===== src/rtl/tetris_pkg.sv =====
// Shared constants for the Tetris pixel renderer: piece codes, colours, region codes,
// the per-pixel pipeline payload and the piece colour/shape lookups.
package tetris_pkg;

  localparam logic [2:0] PIECE_NONE = 3'd0;
  localparam logic [2:0] PIECE_I    = 3'd1;
  localparam logic [2:0] PIECE_T    = 3'd2;
  localparam logic [2:0] PIECE_O    = 3'd3;
  localparam logic [2:0] PIECE_L    = 3'd4;
  localparam logic [2:0] PIECE_J    = 3'd5;
  localparam logic [2:0] PIECE_S    = 3'd6;
  localparam logic [2:0] PIECE_Z    = 3'd7;

  localparam logic [1:0] REG_BG      = 2'd0;
  localparam logic [1:0] REG_BOARD   = 2'd1;
  localparam logic [1:0] REG_FRAME   = 2'd2;
  localparam logic [1:0] REG_PREVIEW = 2'd3;

  localparam int CELL_IDX_W = 5;
  localparam int SUB_W      = 5;

  localparam logic [23:0] LIGHT_ROSE = 24'hFFCCE5;
  localparam logic [23:0] PURPLE     = 24'h9933FF;
  localparam logic [23:0] LIGHT_GREY = 24'hC0C0C0;
  localparam logic [23:0] DARK_GREY  = 24'h404040;
  localparam logic [23:0] WHITE      = 24'hFFFFFF;
  localparam logic [23:0] COL_I      = 24'h00FFFF;
  localparam logic [23:0] COL_T      = 24'h66B2FF;
  localparam logic [23:0] COL_O      = 24'hFF3399;
  localparam logic [23:0] COL_L      = 24'hFF9933;
  localparam logic [23:0] COL_J      = 24'hFFFF66;
  localparam logic [23:0] COL_S      = 24'h66FF66;
  localparam logic [23:0] COL_Z      = 24'hFF3333;

  typedef struct packed {
    logic [1:0] region;
    logic       blank_n;
    logic       shade;
    logic       flash;
    logic [2:0] prv_code;
  } pix_stage_t;

  function automatic logic [23:0] piece_color(input logic [2:0] code);
    logic [23:0] c;
    case (code)
      PIECE_I: c = COL_I;
      PIECE_T: c = COL_T;
      PIECE_O: c = COL_O;
      PIECE_L: c = COL_L;
      PIECE_J: c = COL_J;
      PIECE_S: c = COL_S;
      PIECE_Z: c = COL_Z;
      default: c = 24'h000000;
    endcase
    return c;
  endfunction

  // Halves each 8-bit channel independently.
  function automatic logic [23:0] shade_color(input logic [23:0] c);
    return (c >> 1) & 24'h7F7F7F;
  endfunction

  // Mask bit index is {y, x}: bits 3:0 are the top row, bit 0 the leftmost cell.
  function automatic logic piece_shape(input logic [2:0] code, input logic [1:0] x, input logic y);
    logic [7:0] m;
    case (code)
      PIECE_I: m = 8'b0000_1111;
      PIECE_T: m = 8'b0010_0111;
      PIECE_O: m = 8'b0110_0110;
      PIECE_L: m = 8'b0001_0111;
      PIECE_J: m = 8'b0100_0111;
      PIECE_S: m = 8'b0011_0110;
      PIECE_Z: m = 8'b0110_0011;
      default: m = 8'b0000_0000;
    endcase
    return m[{y, x}];
  endfunction

endpackage


===== src/rtl/cell_tracker.sv =====
// Sub-pixel / cell-index counter pair aligned to an origin pulse. Outputs are the
// next-state values so the caller registers them in the same stage as the pixel.
module cell_tracker
  import tetris_pkg::*;
#(
  parameter int CELL_PX = 20
) (
  input  logic                  clk,
  input  logic                  rst,
  input  logic                  load,
  input  logic                  adv,
  output logic                  sub_zero,
  output logic [CELL_IDX_W-1:0] idx
);

  logic [SUB_W-1:0]      sub_q, sub_d;
  logic [CELL_IDX_W-1:0] idx_q, idx_d;

  always_comb begin
    sub_d = sub_q;
    idx_d = idx_q;
    if (load) begin
      sub_d = '0;
      idx_d = '0;
    end else if (adv) begin
      if (sub_q == SUB_W'(CELL_PX - 1)) begin
        sub_d = '0;
        idx_d = idx_q + CELL_IDX_W'(1);
      end else begin
        sub_d = sub_q + SUB_W'(1);
      end
    end
  end

  always_ff @(posedge clk) begin
    if (rst) begin
      sub_q <= '0;
      idx_q <= '0;
    end else begin
      sub_q <= sub_d;
      idx_q <= idx_d;
    end
  end

  assign sub_zero = (sub_d == '0);
  assign idx      = idx_d;

endmodule


===== src/rtl/tetris_pixel_renderer.sv =====
// Two-clock pixel pipeline: S0 decodes region and board address, S1 meets the board
// RAM data, S2 registers the final colour for the DAC.
module tetris_pixel_renderer
  import tetris_pkg::*;
#(
  parameter int CELL_PX    = 20,
  parameter int BOARD_COLS = 10,
  parameter int BOARD_ROWS = 20,
  parameter int BOARD_X0   = 220,
  parameter int BOARD_Y0   = 40,
  parameter int FRAME_PX   = 20,
  parameter int NEXT_X0    = 480,
  parameter int NEXT_Y0    = 40,
  parameter int FLASH_LOG2 = 4
) (
  input  logic                  clk,
  input  logic                  rst,
  input  logic                  blank_n,
  input  logic [8:0]            row,
  input  logic [9:0]            column,
  input  logic                  frame_start,
  output logic [7:0]            cell_addr,
  input  logic [2:0]            cell_data,
  input  logic [2:0]            next_piece,
  input  logic [BOARD_ROWS-1:0] flash_rows,
  output logic [7:0]            red,
  output logic [7:0]            green,
  output logic [7:0]            blue
);

  localparam int FC_W = FLASH_LOG2 + 1;
  localparam int BW   = BOARD_COLS * CELL_PX;
  localparam int BH   = BOARD_ROWS * CELL_PX;
  localparam int NW   = 6 * CELL_PX;
  localparam int NH   = 4 * CELL_PX;

  localparam logic [9:0] BX0  = 10'(BOARD_X0);
  localparam logic [9:0] BX1  = 10'(BOARD_X0 + BW);
  localparam logic [9:0] BFX0 = 10'(BOARD_X0 - FRAME_PX);
  localparam logic [9:0] BFX1 = 10'(BOARD_X0 + BW + FRAME_PX);
  localparam logic [8:0] BY0  = 9'(BOARD_Y0);
  localparam logic [8:0] BY1  = 9'(BOARD_Y0 + BH);
  localparam logic [8:0] BFY0 = 9'(BOARD_Y0 - FRAME_PX);
  localparam logic [8:0] BFY1 = 9'(BOARD_Y0 + BH + FRAME_PX);
  localparam logic [9:0] NX0  = 10'(NEXT_X0);
  localparam logic [9:0] NX1  = 10'(NEXT_X0 + NW);
  localparam logic [9:0] NFX0 = 10'(NEXT_X0 - FRAME_PX);
  localparam logic [9:0] NFX1 = 10'(NEXT_X0 + NW + FRAME_PX);
  localparam logic [8:0] NY0  = 9'(NEXT_Y0);
  localparam logic [8:0] NY1  = 9'(NEXT_Y0 + NH);
  localparam logic [8:0] NFY0 = 9'(NEXT_Y0 - FRAME_PX);
  localparam logic [8:0] NFY1 = 9'(NEXT_Y0 + NH + FRAME_PX);

  pix_stage_t      s0_q, s0_d, s1_q, s1_d;
  logic [7:0]      cell_addr_q, cell_addr_d;
  logic [23:0]     rgb_q, rgb_d;
  logic [FC_W-1:0] frame_cnt_q, frame_cnt_d;
  logic [8:0]      row_prev_q, row_prev_d;

  logic                  row_chg;
  logic                  bx_sub0, by_sub0, nx_sub0, ny_sub0;
  logic [CELL_IDX_W-1:0] cell_x, cell_y, prv_x, prv_y;
  logic                  unused_prv_sub;

  logic in_board, in_prev, in_frame, prv_hit, flash_hit;

  assign row_chg        = (row != row_prev_q);
  assign unused_prv_sub = nx_sub0 ^ ny_sub0;

  cell_tracker #(.CELL_PX(CELL_PX)) u_board_x (
    .clk(clk), .rst(rst), .load(column == BX0), .adv(1'b1),
    .sub_zero(bx_sub0), .idx(cell_x)
  );
  cell_tracker #(.CELL_PX(CELL_PX)) u_board_y (
    .clk(clk), .rst(rst), .load(row_chg && (row == BY0)), .adv(row_chg),
    .sub_zero(by_sub0), .idx(cell_y)
  );
  cell_tracker #(.CELL_PX(CELL_PX)) u_prev_x (
    .clk(clk), .rst(rst), .load(column == NX0), .adv(1'b1),
    .sub_zero(nx_sub0), .idx(prv_x)
  );
  cell_tracker #(.CELL_PX(CELL_PX)) u_prev_y (
    .clk(clk), .rst(rst), .load(row_chg && (row == NY0)), .adv(row_chg),
    .sub_zero(ny_sub0), .idx(prv_y)
  );

  always_comb begin
    in_board = (row >= BY0) && (row < BY1) && (column >= BX0) && (column < BX1);
    in_prev  = (row >= NY0) && (row < NY1) && (column >= NX0) && (column < NX1);
    // Frame bands are the outer rectangles minus their interiors, so they never overlap.
    in_frame = ((row >= BFY0) && (row < BFY1) && (column >= BFX0) && (column < BFX1) && !in_board)
            || ((row >= NFY0) && (row < NFY1) && (column >= NFX0) && (column < NFX1) && !in_prev);

    flash_hit = (cell_y < CELL_IDX_W'(BOARD_ROWS)) ? flash_rows[cell_y] : 1'b0;
    prv_hit   = (prv_x >= CELL_IDX_W'(1)) && (prv_x <= CELL_IDX_W'(4))
             && (prv_y >= CELL_IDX_W'(1)) && (prv_y <= CELL_IDX_W'(2))
             && piece_shape(next_piece, prv_x[1:0] - 2'd1, prv_y[1]);

    s0_d          = '0;
    s0_d.blank_n  = blank_n;
    s0_d.shade    = bx_sub0 | by_sub0;
    s0_d.flash    = flash_hit & frame_cnt_q[FLASH_LOG2];
    s0_d.prv_code = prv_hit ? next_piece : PIECE_NONE;
    if (in_board)      s0_d.region = REG_BOARD;
    else if (in_frame) s0_d.region = REG_FRAME;
    else if (in_prev)  s0_d.region = REG_PREVIEW;
    else               s0_d.region = REG_BG;

    cell_addr_d = in_board ? 8'(cell_y * BOARD_COLS + cell_x) : cell_addr_q;
    frame_cnt_d = frame_start ? frame_cnt_q + FC_W'(1) : frame_cnt_q;
    row_prev_d  = row;
    s1_d        = s0_q;

    case (s1_q.region)
      REG_BOARD: begin
        if (cell_data == PIECE_NONE) rgb_d = LIGHT_ROSE;
        else if (s1_q.flash)         rgb_d = WHITE;
        else if (s1_q.shade)         rgb_d = shade_color(piece_color(cell_data));
        else                         rgb_d = piece_color(cell_data);
      end
      REG_FRAME:   rgb_d = LIGHT_GREY;
      REG_PREVIEW: rgb_d = (s1_q.prv_code != PIECE_NONE) ? piece_color(s1_q.prv_code) : PURPLE;
      default:     rgb_d = DARK_GREY;
    endcase
    if (!s1_q.blank_n) rgb_d = 24'h000000;
  end

  always_ff @(posedge clk) begin
    if (rst) begin
      s0_q        <= '0;
      s1_q        <= '0;
      cell_addr_q <= '0;
      rgb_q       <= '0;
      frame_cnt_q <= '0;
      row_prev_q  <= '0;
    end else begin
      s0_q        <= s0_d;
      s1_q        <= s1_d;
      cell_addr_q <= cell_addr_d;
      rgb_q       <= rgb_d;
      frame_cnt_q <= frame_cnt_d;
      row_prev_q  <= row_prev_d;
    end
  end

  assign cell_addr = cell_addr_q;
  assign red       = rgb_q[23:16];
  assign green     = rgb_q[15:8];
  assign blue      = rgb_q[7:0];

endmodule


===== config.mk =====
export PLATFORM = sky130hd
export DESIGN_NAME = tetris_pixel_renderer
export DESIGN_NICKNAME = d
export VERILOG_FILES = /design/src/rtl/tetris_pkg.sv /design/src/rtl/cell_tracker.sv /design/src/rtl/tetris_pixel_renderer.sv
export SDC_FILE = /design/constraint.sdc
export NUM_CORES = 1
export LEC_CHECK = 0
export BUFFER_PORTS_ARGS = -buffer_cell sky130_fd_sc_hd__buf_2
export CORE_MARGIN = 1.5
export CORE_UTILIZATION = 58
export DETAILED_ROUTE_END_ITERATION = 10
export MAX_ROUTING_LAYER = met4
export PLACE_DENSITY = 0.92
export SYNTH_ARGS = -nofsm -noshare
export SYNTH_HDL_FRONTEND = slang
export SYNTH_HIERARCHICAL = 1
export SYNTH_SLANG_ARGS = --single-unit

===== constraint.sdc =====
create_clock -name clk -period 4.8 [get_ports clk]
set_input_delay 0.72 -clock clk [delete_from_list [all_inputs] [get_ports clk]]
set_output_delay 0.72 -clock clk [all_outputs]
set_load 0.05 [all_outputs]

### After elaboration in Yosys (flattened, before gate mapping)

Index checks and enable logic that the tools add are counted.

* register bits: 102

* add/sub/neg operators: 11
* bitwise logic cells: 4
* reduce and logical (&&, ||, !) cells: 31
* muxes and demuxes: 32
* order comparisons: 21
* eq/ne operators: 32
* multiply operators: 1

Operators by type and width (count)
* 24-bit one-hot mux with 7 select lines: 2
* 24-bit 2-to-1 mux: 4
* 5-bit 2-to-1 mux: 16
* 24-bit one-hot mux with 3 select lines: 1
* 7-bit one-hot mux with 7 select lines: 1
* 5-bit by 1-bit adder with 5-bit output (second input constant): 9
* 3-bit equality test (second input constant): 12
* 5-bit equality test (second input constant): 4
* 10-bit by 8-bit greater-or-equal comparator with 1-bit output (second input constant): 2
* 10-bit by 9-bit greater-or-equal comparator with 1-bit output (second input constant): 2
* 10-bit < comparator (second input constant): 2
* 10-bit by 9-bit < comparator with 1-bit output (second input constant): 2
* 1-bit logical AND: 19
* 3-bit by 2-bit equality test with 1-bit output (second input constant): 6
* 9-bit < comparator (second input constant): 2
* 10-bit by 8-bit equality test with 1-bit output (second input constant): 1
* 10-bit by 9-bit equality test with 1-bit output (second input constant): 1
* 5-bit by 1-bit greater-or-equal comparator with 1-bit output (second input constant): 2
* 5-bit logical NOT: 2
* 3-bit by 1-bit equality test with 1-bit output (second input constant): 3
* 9-bit by 6-bit equality test with 1-bit output (second input constant): 1
* 9-bit by 5-bit greater-or-equal comparator with 1-bit output (second input constant): 1
* 9-bit by 6-bit greater-or-equal comparator with 1-bit output (second input constant): 1
* 9-bit by 7-bit < comparator with 1-bit output (second input constant): 1
* 25 further kinds: 35

### Depth between registers and ports, before layout

* depth in word-level cells: 10
* mapped depth: 18

### Cells and area by module

The synthesis kept the hierarchy.

Modules (own cells, without submodules)
* tetris_pixel_renderer: times used 1, seq. area each 1181.1 um2, area an instance 3347.0 um2, cells each 393
* cell_tracker: times used 4, seq. area each 200.2 um2, area an instance 586.8 um2, cells each 71

### Worst setup path before layout

Ideal clock, no wire load.

* path kind: in2reg
* from: input row[8]
* to: register cell_addr_q[6], in the netlist cell_addr[6]
* slack: 0.722 ns
* buffers on the path: 3
* stages on the path: 18
* data required time: 4.671 ns
* library setup time: 0.129 ns
* arrival time: 3.950 ns
* path through: clkbuf_1 -> xor2_1 -> nor3_1 -> nand4_1 -> buf_2 -> and2_1 -> and2_1 -> buf_6 -> mux2i_1 -> nor2_1 -> ha_1 -> ha_1 -> fa_1 -> nand3_1 -> o211ai_1 -> xnor2_1 -> mux2i_1 -> nor2_1

* word-level cells in the longest chain between the ends: 5
* elaborated cells between the ends (all ways): 12

RTL lines
* start: declaration: line tetris_pixel_renderer.sv:19 `input logic [8:0] row,`
* 9-bit != test *: line tetris_pixel_renderer.sv:67 `assign row_chg = (row != row_prev_q);`
* via row_chg: line tetris_pixel_renderer.sv:60 `logic row_chg;`
* 5-bit 2-to-1 mux / 1-bit logical AND (equally long branches): line cell_tracker.sv:25, tetris_pixel_renderer.sv:75
* 5-bit 2-to-1 mux *: line cell_tracker.sv:22 `if (load) begin`
* via cell_y[1]: line tetris_pixel_renderer.sv:62 `logic [CELL_IDX_W-1:0] cell_x, cell_y, prv_x, prv_y;`
* 5-bit by 3-bit multiplier with 7-bit output *: line tetris_pixel_renderer.sv:109 `cell_addr_d = in_board ? 8'(cell_y * BOARD_COLS + cell_x) : cell_addr_q;`
* 8-bit by 5-bit adder with 8-bit output *: line tetris_pixel_renderer.sv:109
* end signal: assignment: line tetris_pixel_renderer.sv:139 `cell_addr_q <= cell_addr_d;`
* end: declaration: line tetris_pixel_renderer.sv:55 `logic [7:0] cell_addr_q, cell_addr_d;`

Mark *: on every way through the listed nets, which the timed path passes. The rest lies on a longest branch.
A chain may end at the register's enable or synchronous reset.

### Worst setup path after layout

* from: input row[7]
* to: register cell_addr_q[6], in the netlist cell_addr[6]

The elaborated chain is that of the path after synthesis.

==> reports/metrics.csv <==
metric,value,unit
wl_per_cell,14.1,um
gp_congestion,0.927,
endpoint_kind,flip-flop,
worst-r2r-cell-count,14,
cp-start-kind,input pin,
wirelength,11.7,mm
n_antenna_cell,0,
final_net_count,772,
post-route-util,0.652,
ctsResizeCount,0,
arrival,4060,ps
yosysWarningCount,6,
cts_sinks,99,
cts_root_buffer,clkbuf_8,
drtIter0Drc,370,
p_leak,2.51,nW
power.density,253,nW/um^2
status,finished clean,
fp-row-count,35,
worst-setup-path-type,input pin to flip-flop,
final_cells,834,
start_util,0.599,
drv_slew,0,
grt_max_degree,43,
routed_via_density,5.72,
dp.cells,818,
grt_pass1_wl,19.5,mm
critPathLaunch,row[7],
fmax,0.261,GHz
die_w,101,um
gr-total-overflow,0,
cts_buffers,9,
layout-drive-gt1-share,0.179,
hold_class,flip-flop to flip-flop,
dp_hpwl,8.77,mm
antenna_found_initial,0,
hold_end,s1_q[1],
first_pass_iters,7,
hold_viol,0,
track_usage,0.246,
irDropWorstVdd,0.000185,V
worst_slew_pin_slew,781,ps
skew,10.0,ps
netlist_area,5560,sq um
antenna_left,0,
critPathMaxFanout,14,
synthToLayoutAreaGrowth,8.94,%
rsz0062_at_grt,false,
maxCapViolations,0,
clkTransAtPathRegs,100,ps
vias,4769,
route.detailed.drc,0,
syn_inst,653,
critPathRequiredTime,5040,ps
synth.avg_cell_area,8.51,sq um
post-route-period-util,0.797,
min-delay-start,s0_q[1],
postCtsSetupRepairBufs,0,
maxSlewHeadroom,0.479,
die_area,10200,sq um
setup_ws,974,ps
die_h,101,um
reg2reg_from,row_prev_q[7],
core,9280,sq um
tns,0,ps
cts_tree,built,
post-place-ws,654,ps
grt_pass1_vias,4507,
finalSetupViolCount,0,
cts_hold_buf,0,
h-tree-depth,3,
portBuffers,80,
fin_crit,3830,ps
holdPathStages,1,
io_pins,81,
clock_latency,370,ps
clk_path_buf_depth,2,
reg2reg_slack,1130,ps
worstReg2RegEnd,cell_addr[6],
## layout make-up
| cell class | count | area (sq um) |
|---|---|---|
| timing repair buffer | 85 | 438 |
| clock buffer | 9 | 124 |
| multi-input combinational | 491 | 3240 |
| tap | 129 | 161 |
| inverter | 14 | 52.6 |
| clock inverter | 7 | 60.1 |
| fill | 738 | 3230 |
| sequential | 99 | 1980 |
## power breakdown
| group | internal, mW | switching [mW] |
|---|---|---|
| clock | 0.197 | 0.301 |
| sequential | 0.841 | 0.0201 |
| combinational | 0.0709 | 0.0994 |
## how the worst max path moves through the flow
stage | end | slack, ps
floorplan | cell_addr[6] | 720
global placement | cell_addr[6] | 790
detailed placement | cell_addr[7] | 650
CTS | cell_addr[6] | 980
global route | cell_addr[6] | 730
finish | cell_addr[6] | 970
## flip-flops by register name, indices dropped and copies added (netlist names)
register / cells
u_prev_x/sub_q: 5
u_board_x/sub_q: 5
rgb_q: 21
s1_q: 8
s0_q: 8
u_board_y/sub_q: 5
u_board_x/idx_q: 5
u_prev_y/sub_q: 5
frame_cnt_q: 5
u_prev_y/idx_q: 5
u_board_y/idx_q: 5
row_prev_q: 9
u_prev_x/idx_q: 5
cell_addr: 8
## metal layers
metal / part of all wire / routed length, um / GRT usage / vias to the layer above
li1: - / - / - / 2343
met1: 0.41 / 4840 / 0.269 / 2199
met2: 0.51 / 5930 / 0.427 / 194
met3: 0.054 / 634 / 0.0576 / 33
met4: 0.028 / 325 / 0.107 / 0
met5: 0 / 0 / - / -
## worst max-delay path: stages
cell	delay, ps
buf_2	140
xor2_1	150
nor4_1	290
nand4_1	170
buf_4	210
nor4b_2	170
buf_4	180
nor2_1	370
ha_1	340
fa_1	640
nand3_1	110
o211ai_1	250
xnor2_1	120
mux2i_1	140
nor2_1	50
## placed cells by master, fill, tap and decap left out, types with 10 or more instances in the layout
cell       n
dfxtp_1   99
nor2_1    89
buf_2     80
a21oi_1   43
nor2b_1   33
nand2_1   32
o21ai_0   32
xor2_1    31
nor3_1    27
ha_1      21
xnor2_1   18
nand4_1   17
and2_1    16
mux2i_1   15
inv_1     14
nand3_1   12
nand2b_1  10
## metrics by stage
step	instance area, sq um	hold WS [ps]	total power, mW
finish	6050	443	1.53
floorplan	5560	414	1.00
global route	6050	450	1.59
detailed placement	5870	428	1.05
CTS	6050	443	1.54
global placement	5870	420	1.04
(Power assumes the default switching activity.)
